File: src/rtl/tt_sweep.sv
// Truth-table sweep sequencer: drives every input vector for HOLD cycles,
// captures the DUT response at the end of each window and scores it against EXPECT.
module tt_sweep #(
  parameter int N_IN  = 3,
  parameter int N_OUT = 2,
  parameter int HOLD  = 10,
  parameter logic [N_OUT*(2**N_IN)-1:0] EXPECT = '0
) (
  input  logic                       clk,
  input  logic                       rst,
  input  logic                       start,
  output logic [N_IN-1:0]            vec,
  output logic                       vec_valid,
  input  logic [N_OUT-1:0]           resp,
  output logic                       sample,
  output logic [N_OUT*(2**N_IN)-1:0] resp_log,
  output logic [N_IN:0]              fail_cnt,
  output logic                       busy,
  output logic                       done,
  output logic                       pass
);

  localparam int NV = 2 ** N_IN;
  localparam int LW = N_OUT * NV;
  localparam int CW = (HOLD > 1) ? $clog2(HOLD) : 1;
  localparam logic [CW-1:0]   CNT_LAST = CW'(HOLD - 1);
  localparam logic [N_IN:0]   FAIL_MAX = (N_IN + 1)'(NV);
  localparam logic [N_IN-1:0] VEC_LAST = {N_IN{1'b1}};

  typedef enum logic [1:0] {
    IDLE  = 2'd0,
    DRIVE = 2'd1,
    DONE  = 2'd2
  } state_t;

  state_t          state_reg, state_next;
  logic [N_IN-1:0] vec_reg, vec_next;
  logic [CW-1:0]   cnt_reg, cnt_next;
  logic [LW-1:0]   log_reg, log_next;
  logic [N_IN:0]   fail_reg, fail_next;
  logic            sample_int;
  logic [N_OUT-1:0] exp_slice;

  assign sample_int = (state_reg == DRIVE) && (cnt_reg == CNT_LAST);
  assign exp_slice  = EXPECT[int'(vec_reg)*N_OUT +: N_OUT];

  always_ff @(posedge clk) begin
    if (rst) begin
      state_reg <= IDLE;
      vec_reg   <= '0;
      cnt_reg   <= '0;
      log_reg   <= '0;
      fail_reg  <= '0;
    end else begin
      state_reg <= state_next;
      vec_reg   <= vec_next;
      cnt_reg   <= cnt_next;
      log_reg   <= log_next;
      fail_reg  <= fail_next;
    end
  end

  always_comb begin
    state_next = state_reg;
    vec_next   = vec_reg;
    cnt_next   = cnt_reg;
    log_next   = log_reg;
    fail_next  = fail_reg;
    case (state_reg)
      IDLE: begin
        vec_next = '0;
        cnt_next = '0;
        if (start) begin
          state_next = DRIVE;
          log_next   = '0;
          fail_next  = '0;
        end
      end
      DRIVE: begin
        if (sample_int) begin
          log_next[int'(vec_reg)*N_OUT +: N_OUT] = resp;
          if ((resp != exp_slice) && (fail_reg != FAIL_MAX))
            fail_next = fail_reg + 1'b1;
          cnt_next = '0;
          // The terminal vector ends the sweep rather than wrapping to 0.
          if (vec_reg == VEC_LAST)
            state_next = DONE;
          else
            vec_next = vec_reg + 1'b1;
        end else begin
          cnt_next = cnt_reg + 1'b1;
        end
      end
      DONE: begin
        state_next = IDLE;
        vec_next   = '0;
      end
      default: begin
        state_next = IDLE;
        vec_next   = '0;
        cnt_next   = '0;
      end
    endcase
  end

  assign vec       = vec_reg;
  assign vec_valid = (state_reg == DRIVE);
  assign busy      = (state_reg == DRIVE);
  assign sample    = sample_int;
  assign resp_log  = log_reg;
  assign fail_cnt  = fail_reg;
  assign done      = (state_reg == DONE);
  assign pass      = (state_reg == DONE) && (fail_reg == '0);

endmodule
File: config.mk
export PLATFORM = sky130hd
export DESIGN_NAME = tt_sweep
export DESIGN_NICKNAME = d
export VERILOG_FILES = /design/src/rtl/tt_sweep.sv
export SDC_FILE = /design/constraint.sdc
export NUM_CORES = 1
export LEC_CHECK = 0
export CAP_MARGIN = 30
export CORE_ASPECT_RATIO = 0.9
export CORE_MARGIN = 2
export CORE_UTILIZATION = 42
export DETAILED_ROUTE_END_ITERATION = 10
export PLACE_DENSITY = 0.68
export SLEW_MARGIN = 10
export SYNTH_ARGS = -nofsm -noshare
export SYNTH_HDL_FRONTEND = slang
export SYNTH_SLANG_ARGS = --single-unit
File: constraint.sdc
create_clock -name clk -period 2.25 [get_ports clk]
set_input_delay 0.45 -clock clk [delete_from_list [all_inputs] [get_ports clk]]
set_output_delay 0.45 -clock clk [all_outputs]
set_load 0.01 [all_outputs]
==> flow_summary_export.csv, run 1 <==
group,metric,value,unit
outcome,run_status,"complete, no violations",
routing,wl,3.73,mm
cts,cts_hold_buf,0,
timing,maxSlewViolCount,0,
yosys,syn_inst,177,
timing,clock_skew,0.00847,ns
grt,grt_pass1_wl,6.30,mm
grt,grt_pass1_vias,1357,
yosys,synth_area,1580,sq um
floorplanning,rows,21,
floorplanning,core_area,3650,sq um
place,place_inst,254,
cts,clock_path_buffers,2,
timing,post-route-period-util,94.6,%
final_layout,largest_reg_flops,16,
pwr,leakagePower,0.753,nW
yosys,syn-num-nets,193,
routing,routed_via_density,5.50,
final_layout,area_growth,31.3,%
floorplanning,initial_core_util,43.3,%
yosys,ys_seq_area_share,36.7,%
yosys,ys_warn_count,0,
floorplanning,fp.dieArea,4270,sq um
run,drv_cap,0,
setup_path,critical_path_arrival,1.68,ns
final_layout,utilization,56.8,%
grt,grt_overflow,0,
pwr,power_frac_comb,7.0,%
routing,drcViolationCount,0,
grt,grt_use_total,19.3,%
setup_path,cp_max_fo,5,
grt,grt_max_degree,21,
min_path,hold_path.class,"reg -> reg",
yosys,synth_edf_count,0,
timing,worst_pin_slew,0.515,ns
setup_path,crit_required,1.80,ns
routing,drtIter0Drc,77,
pwr,power.internal,824,uW
cts,clock_latency,0.28,ns
final_layout,nets,231,
pwr,peakVddDrop,355,uV
final_layout,antenna_cells,0,
timing,rsz0062_at_grt,"false",
grt,antenna_found_initial,0,
setup_path,end_kind,"output port",
yosys,synthFlopType,"dfxtp_1",
timing,hold_ws,0.461,ns
cts,cts_tree,"done",
routing,first_pass_iters,4,
pwr,p_per_area,513,nW/um^2
yosys,async_flop_share,0,%
pwr,seq_power_share,48.9,%
final_layout,layout.cells.non_filler,262,
routing,via_count,1442,
floorplanning,die_w,68.7,um
routing,avgRoutedWirePerCell,14.2,um
final_layout,final_layout_size_suffix_gt1_share,13.9,%
timing,setup_viol,0,
cts,root_buffer,"clkbuf_8",
pwr,switching_share,22.6,%
pwr,clockPowerShare,44.1,%
cts,clk_pin_slew_worst_paths,0.06,ns
timing,max_freq,470,MHz
routing,postRouteAntennaNets,0,
floorplanning,fp.dieH,62.2,um
yosys,synth_cell_type_count,44,
cts,cts.htree.levels,2,
cts,numCtsBuffers,5,
timing,hold_violations,0,
timing,slew_headroom,65.1,%
timing,min_period,2.13,ns
place,globalplace.congestion,0.790,
cts,clkSinkCount,29,
setup_path,crit_path_start_kind,"flop",
pwr,power_switching,241,uW
place,dp_hpwl,2.86,mm
yosys,syn_area_per_cell,8.93,sq um
setup_path,crit_type,"reg -> out",
floorplanning,ios,33,
timing,fin_setup_tns,0,ns
place,port_buffers,32,
yosys,synth-seq-cells,29,
## worst max-delay path, stage by stage (launching register included)
cell,delay [ns]
dfxtp_1,0.36
nand2b_2,0.28
nor2_2,0.19
clkdlybuf4s50_1,0.56
## final cells by class
cell class,count,area (sq um)
fill,342,1580
multi-input combinational,126,901
sequential,29,582
timing repair buffer,40,379
clock buffer,7,96.3
tap,46,57.6
inverter,13,53.8
clock inverter,1,5.00
## path summary, 6_finish.rpt
| path | from | slack [ns] | depth (start not counted) | end |
|---|---|---|---|---|
| min | resp_log[13]$_SDFFE_PP0P_ | 0.46 | 2 | resp_log[13]$_SDFFE_PP0P_ |
| max | state_reg[1]$_SDFFE_PP0P_ | 0.12 | 3 | sample |
| min reg2reg | resp_log[13]$_SDFFE_PP0P_ | 0.46 | 2 | resp_log[13]$_SDFFE_PP0P_ |
| max reg2reg | vec[0]$_SDFFE_PP0P_ | 0.42 | 6 | resp_log[0]$_SDFFE_PP0P_ |
## logic make-up after synthesis
logic type	Yosys count	synth area share (%)
xor+xnor	1	0.554
buf+inv	22	6.41
mux	6	3.80
flops	29	36.7
compound gates	34	15.0
fa+ha+maj	11	8.71
simple gates	74	28.7
## per-layer routing
layer,wire length [um],track usage (%)
met5,0,0
met4,43,6.00
met2,1860,31.6
met3,181,4.89
met1,1640,24.4
## synthesized netlist by cell type (2+ instances only)
cell type | count | area share [%]
mux2i_1 | 6 | 3.8
nand2_1 | 9 | 2.1
buf_2 | 2 | 0.63
nand3_1 | 10 | 3.2
nand4_1 | 6 | 2.4
nand2b_1 | 5 | 2.0
dfxtp_1 | 29 | 37
a32o_1 | 2 | 1.3
nand3b_1 | 2 | 0.95
or2_2 | 2 | 0.79
nor3_1 | 6 | 1.9
buf_4 | 3 | 1.4
o32ai_1 | 4 | 2.2
a41oi_1 | 2 | 1.1
o21ai_1 | 2 | 0.63
a31oi_1 | 3 | 1.2
o22ai_1 | 2 | 0.79
nor2b_1 | 5 | 2.0
or3_1 | 3 | 1.2
inv_1 | 12 | 2.9
and3b_1 | 2 | 1.1
ha_1 | 11 | 8.7
clkbuf_1 | 4 | 0.95
nand4b_1 | 2 | 1.1
nor2_1 | 11 | 2.6
o21ai_0 | 4 | 1.3
a21oi_1 | 11 | 3.5
## cells in the final DEF, fill, tap and decap left out, drive strengths merged, types with 7 or more instances in the layout
cell type and count:
nand2 9, dfxtp 29, a21oi 12, buf 8, clkbuf 7, inv 13, nor3 7, nand3 10
ha 11, nor2 12, clkdlybuf4s50 31
## power by group through the flow
stage          Sequential [mW]  Clock [mW]  Combinational (mW)
6_report                 0.521       0.469              0.0743
5_1_grt                  0.521       0.503              0.0815
4_1_cts                  0.520       0.478              0.0734
3_5_place_dp             0.532           0              0.0733
3_3_place_gp             0.532           0              0.0722
2_1_floorplan            0.531           0              0.0480
## through the flow
step / worst slack, ns / power (mW) / area (sq um)
3_5_place_dp: 0.208 / 0.605 / 1970
6_report: 0.122 / 1.06 / 2070
5_1_grt: 0.0509 / 1.11 / 2070
4_1_cts: 0.0531 / 1.07 / 2070
2_1_floorplan: 0.234 / 0.579 / 1580
3_3_place_gp: 0.320 / 0.604 / 1970
## timing repair
item	in CTS	in global routing
buffers inserted	0	0
setup endpoints to repair	1	1
pin swaps	0	0
gates resized for setup	1	2
Note: power is estimated with default switching activity, not from simulation.
==> run 2, diff against run 1 <==
PLACE_DENSITY = 0.74   (was 0.68)
SLEW_MARGIN = not set   (was 10)
==> run 2 against run 1 <==
  * Sequential cell count did not move
  * Sequential share of layout area fell by 0.19 points
  * Total power fell by 5.2%
  * First-iteration DRC count rose by 45%
  * Final area rose by 0.48%
  * Fmax fell by 2.5%
  * Clock power fell by 12%
  * Final cell count rose by 1.1%
  * Register-to-register slack improved by 0.03 ns
  * Critical path type unchanged
==> flow_summary_export.csv, run 2 (synthesis results as in run 1) <==
group,metric,value,unit
final_layout,antenna_cells,0,
final_layout,largest_reg_flops,16,
grt,grt_use_total,19.3,%
grt,antenna_found_initial,0,
timing,rsz0062_at_grt,"false",
cts,clock_path_buffers,2,
pwr,leakagePower,0.775,nW
timing,min_period,2.18,ns
setup_path,critical_path_arrival,1.73,ns
timing,max_freq,458,MHz
run,drv_cap,0,
final_layout,num-fill-cells,346,
setup_path,r2r_setup_slack,0.45,ns
floorplanning,core_area,3650,sq um
routing,avgRoutedWirePerCell,13.8,um
cts,clock_latency,0.29,ns
floorplanning,fp.dieH,62.2,um
setup_path,end_kind,"output port",
setup_path,crit_path_start_kind,"flop",
outcome,run_status,"complete, no violations",
setup_path,crit_required,1.80,ns
routing,via_count,1415,
final_layout,area_growth,31.9,%
routing,first_pass_iters,4,
timing,clock_skew,0.00637,ns
pwr,peakVddDrop,312,uV
grt,grt_pass1_vias,1309,
pwr,power_frac_comb,7.5,%
floorplanning,fp.dieArea,4270,sq um
min_path,hold_path.class,"reg -> reg",
pwr,power_switching,247,uW
pwr,power.internal,762,uW
setup_path,crit_type,"reg -> out",
pwr,switching_share,24.5,%
timing,setup_viol,0,
place,port_buffers,32,
cts,numCtsBuffers,5,
final_layout,nets,234,
grt,grt_max_degree,21,
setup_path,timing.rr.start,"vec[0]$_SDFFE_PP0P_",
setup_path,reg2reg_depth,6,
routing,wl,3.65,mm
floorplanning,rows,21,
floorplanning,die_w,68.7,um
timing,worst_pin_slew,0.542,ns
cts,cts_tree,"done",
setup_path,path_cells,"nand2b_1 -> nor2_2 -> clkdlybuf4s50_1",
cts,cts.htree.levels,2,
timing,slew_headroom,63.3,%
routing,drcViolationCount,0,
grt,grt_pass1_wl,6.17,mm
final_layout,layout_common_cells,"clkdlybuf4s50_1, dfxtp_1, inv_1",
routing,postRouteAntennaNets,0,
final_layout,final_layout_size_suffix_gt1_share,14.2,%
place,globalplace.congestion,0.808,
pwr,p_per_area,484,nW/um^2
place,dp_hpwl,2.64,mm
setup_path,cp-startpoint,"state_reg[0]$_SDFFE_PP0P_",
floorplanning,initial_core_util,43.3,%
routing,drtIter0Drc,112,
final_layout,final_common_cell,"clkdlybuf4s50_1",
timing,post-route-period-util,97.0,%
routing,routed_via_density,5.34,
timing,maxSlewViolCount,0,
cts,root_buffer,"clkbuf_8",
setup_path,endpoint,"sample",
pwr,finalPower,1.01,mW
pwr,clockPowerShare,40.9,%
final_layout,layout.cells.non_filler,265,
cts,clk_pin_slew_worst_paths,0.07,ns
place,place_inst,257,
pwr,seq_power_share,51.6,%
grt,grt_overflow,0,
cts,clkSinkCount,29,
setup_path,crit_path_top_delay_cell,"clkdlybuf4s50_1",
floorplanning,ios,33,
setup_path,slowest_delay,0.56,ns
timing,hold_violations,0,
setup_path,r2r_end,"resp_log[0]$_SDFFE_PP0P_",
cts,post_cts_buffers,0,
timing,fin_setup_tns,0,ns
setup_path,cp_max_fo,6,
## run 2: area by class of cell
type	count	area, sq um	share of cell area, %
Timing Repair Buffer	43	405	19.4
Clock inverter	2	10.0	0.480
Tap cell	46	57.6	2.76
Inverter	13	53.8	2.58
Clock buffer	6	72.6	3.48
Sequential cell	29	581	27.9
Multi-Input combinational cell	126	905	43.4
## run 2: worst min-delay path by stage
| stage | slack (ns) | end | startpoint | cells past startpoint |
|---|---|---|---|---|
| global route | 0.48 | resp_log[10]$_SDFFE_PP0P_ | resp_log[10]$_SDFFE_PP0P_ | 2 |
| floorplan | 0.47 | state_reg[0]$_SDFFE_PP0P_ | state_reg[1]$_SDFFE_PP0P_ | 1 |
| CTS | 0.46 | resp_log[13]$_SDFFE_PP0P_ | resp_log[13]$_SDFFE_PP0P_ | 2 |
| finish | 0.46 | resp_log[13]$_SDFFE_PP0P_ | resp_log[13]$_SDFFE_PP0P_ | 2 |
| detailed placement | 0.45 | resp_log[13]$_SDFFE_PP0P_ | resp_log[13]$_SDFFE_PP0P_ | 2 |
| global placement | 0.45 | resp_log[11]$_SDFFE_PP0P_ | resp_log[11]$_SDFFE_PP0P_ | 2 |
## run 2: critical path, delay by kind of cell (launching register included)
family,cells,cell delay (ns)
buffers and inverters,1,0.56
and+or+nand+nor,2,0.43
DFF,1,0.46
## run 2: per-layer routing
layer  part of all wire (%)  global-route usage [%]  vias to the layer above
met4                    2.4                    9.50                        0
met2                     45                    28.2                       36
met3                    5.7                    5.25                       10
met5                      0                       0                        -
met1                     46                    25.7                      648
li1                       -                       -                      721
## run 2: repair_timing
item                                    in CTS  in global routing
gates resized for setup                      0                  2
endpoints found under the setup margin       0                  1
hold buffers                                 0                  0
## run 2: per-stage QoR
stage | worst slack (ns) | area [sq um] | hold slack [ns] | util, %
final | 0.0681 | 2080 | 0.462 | 57.1
after global routing | 0.0113 | 2080 | 0.484 | 57.1
after CTS | 0.000539 | 2080 | 0.461 | 56.8
after global placement | 0.297 | 1990 | 0.448 | 54.6
after floorplan | 0.234 | 1580 | 0.469 | -
after detailed placement | 0.297 | 1990 | 0.452 | 54.6
## run 2: power groups by stage
stage	Sequential, mW	Combinational [mW]	Clock, mW
2_1_floorplan	0.531	0.0480	0
3_3_place_gp	0.532	0.0752	0
3_5_place_dp	0.532	0.0753	0
4_1_cts	0.521	0.0755	0.421
5_1_grt	0.521	0.0820	0.446
6_report	0.521	0.0755	0.413
==> run 3, diff against run 2 <==
SETUP_SLACK_MARGIN = 0.4   (was not set)
==> run 3 against run 2 <==
  * Largest power group unchanged
  * Global-route usage rose by 0.16 points
  * Critical path depth rose by 1
  * Utilization rose by 0.86 points
  * Register-to-register slack improved by 0.04 ns
  * Highest routed layer unchanged
  * Total power rose by 5.9%
  * First-iteration DRC count fell by 16%
  * Combinational power rose by 3%
  * Wire length rose by 0.38%
==> flow_summary_export.csv, run 3 (synthesis results as in run 1) <==
group,metric,value,unit
timing,fin_setup_tns,0,ns
timing,setup_viol,0,
timing,clock_skew,0.00391,ns
timing,max_freq,533,MHz
grt,grt_max_degree,21,
setup_path,crit_path_top_delay_cell,"dfxtp_1",
routing,first_pass_iters,4,
cts,clk_pin_slew_worst_paths,0.06,ns
final_layout,layout.cells.non_filler,261,
floorplanning,core_area,3650,sq um
setup_path,end_kind,"output port",
pwr,p_per_area,505,nW/um^2
cts,clock_path_buffers,2,
floorplanning,initial_core_util,43.3,%
routing,postRouteAntennaNets,0,
routing,avgRoutedWirePerCell,14.0,um
grt,grt_pass1_vias,1362,
timing,rsz0062_at_grt,"true",
timing,hold_violations,0,
setup_path,crit_type,"reg -> out",
timing,maxSlewViolCount,0,
floorplanning,die_w,68.7,um
place,dp_hpwl,2.77,mm
routing,via_count,1405,
floorplanning,ios,33,
setup_path,path_cells,"inv_1 -> ha_1 -> nor4bb_1 -> dlygate4sd1_1",
timing,min_period,1.88,ns
routing,route.met3.wl,208,um
routing,met1Wirelength,1.68,mm
final_layout,layout_common_cells,"clkdlybuf4s50_1, dfxtp_1, inv_1",
routing,drcViolationCount,0,
floorplanning,fp.dieArea,4270,sq um
cts,root_buffer,"clkbuf_8",
timing,worst_pin_slew,0.554,ns
timing,slew_headroom,62.5,%
setup_path,cp-startpoint,"fail_cnt[0]$_SDFFE_PP0P_",
final_layout,nets,230,
final_layout,area_growth,33.9,%
cts,cts.htree.levels,2,
cts,numCtsBuffers,5,
grt,grt_overflow,0,
final_layout,antenna_cells,0,
routing,wl,3.66,mm
place,place_inst,253,
min_path,whs_path_depth,2,
outcome,run_status,"complete, no violations",
cts,cts_hold_buf,0,
cts,cts_tree,"done",
setup_path,cp_max_fo,5,
grt,antenna_found_initial,0,
setup_path,crit_required,1.80,ns
run,drv_cap,0,
timing,post-route-period-util,83.3,%
cts,clock_latency,0.28,ns
setup_path,slowest_delay,0.35,ns
pwr,finalPower,1.07,mW
cts,clkSinkCount,29,
routing,highest_layer,"met4",
setup_path,reg2reg_depth,7,
final_layout,final_layout_size_suffix_gt1_share,17.2,%
grt,grt_pass1_wl,6.33,mm
place,globalplace.congestion,0.802,
place,port_buffers,32,
routing,routed_via_density,5.38,
pwr,leakagePower,0.789,nW
setup_path,critical_path_arrival,1.43,ns
grt,grt_use_total,19.5,%
routing,wl_met2,1.72,mm
floorplanning,rows,21,
cts,post_cts_buffers,0,
final_layout,utilization,57.9,%
floorplanning,fp.dieH,62.2,um
final_layout,largest_reg_flops,16,
routing,drtIter0Drc,94,
setup_path,timing.rr.start,"vec[0]$_SDFFE_PP0P_",
final_layout,final_common_cell,"clkdlybuf4s50_1",
pwr,peakVddDrop,308,uV
min_path,hold_start,"resp_log[11]$_SDFFE_PP0P_",
setup_path,crit_path_start_kind,"flop",
min_path,hold_path.class,"reg -> reg",
## run 3: cell count changes in the layout (fill, tap and decap cells not counted), moves of 2 or more
cell	previous run	this run
dfxtp_1	29	24
clkdlybuf4s50_1	31	27
clkbuf_8	5	7
dfxtp_4	0	2
buf_4	11	6
dfxtp_2	0	3
## run 3: power breakdown
group / internal (mW) / total (mW) / switching, mW / leakage, nW
Sequential: 0.516 / 0.521 / 0.00549 / 0.237
Combinational: 0.0337 / 0.0775 / 0.0438 / 0.498
Clock: 0.276 / 0.470 / 0.194 / 0.0542
## run 3: final timing paths
| kind | endpoint | slack, ns |
|---|---|---|
| max | pass | 0.37 |
| min | resp_log[11]$_SDFFE_PP0P_ | 0.46 |
| max reg2reg | resp_log[11]$_SDFFE_PP0P_ | 0.49 |
| min reg2reg | resp_log[11]$_SDFFE_PP0P_ | 0.46 |
## run 3: what timing repair did
| item | 4_1_cts | 5_1_grt |
|---|---|---|
| pin swaps | 0 | 0 |
| endpoints found under the setup margin | 12 | 14 |
| resized for setup | 9 | 11 |
## run 3: cell type report
cell class / count / area [sq um]
Timing Repair Buffer: 39 / 383
Clock buffer: 7 / 96.3
Tap cell: 46 / 57.6
Clock inverter: 1 / 5.00
Multi-Input combinational cell: 126 / 928
Inverter: 13 / 53.8
Sequential cell: 29 / 592
Fill cell: 334 / 1540
## run 3: through the flow
stage	setup WS, ns	hold slack (ns)	instance area (sq um)
finish	0.375	0.465	2120
global route	0.219	0.481	2120
CTS	0.250	0.467	2090
detailed placement	0.148	0.458	1980
global placement	0.242	0.454	1980
floorplan	0.406	0.469	1600
## run 3: critical path, delay by kind of cell, from the launching register on
| kind | cells | cell delay (ns) |
|---|---|---|
| adders and majority gates | 1 | 0.16 |
| buffers and inverters | 2 | 0.38 |
| DFF | 1 | 0.35 |
| and+or+nand+nor | 1 | 0.26 |
## run 3: layer usage
layer / up-vias / global-route usage, %
met3: 6 / 5.62
li1: 710 / -
met4: 0 / 7.50
met1: 646 / 26.7
met2: 43 / 28.5
met5: - / 0
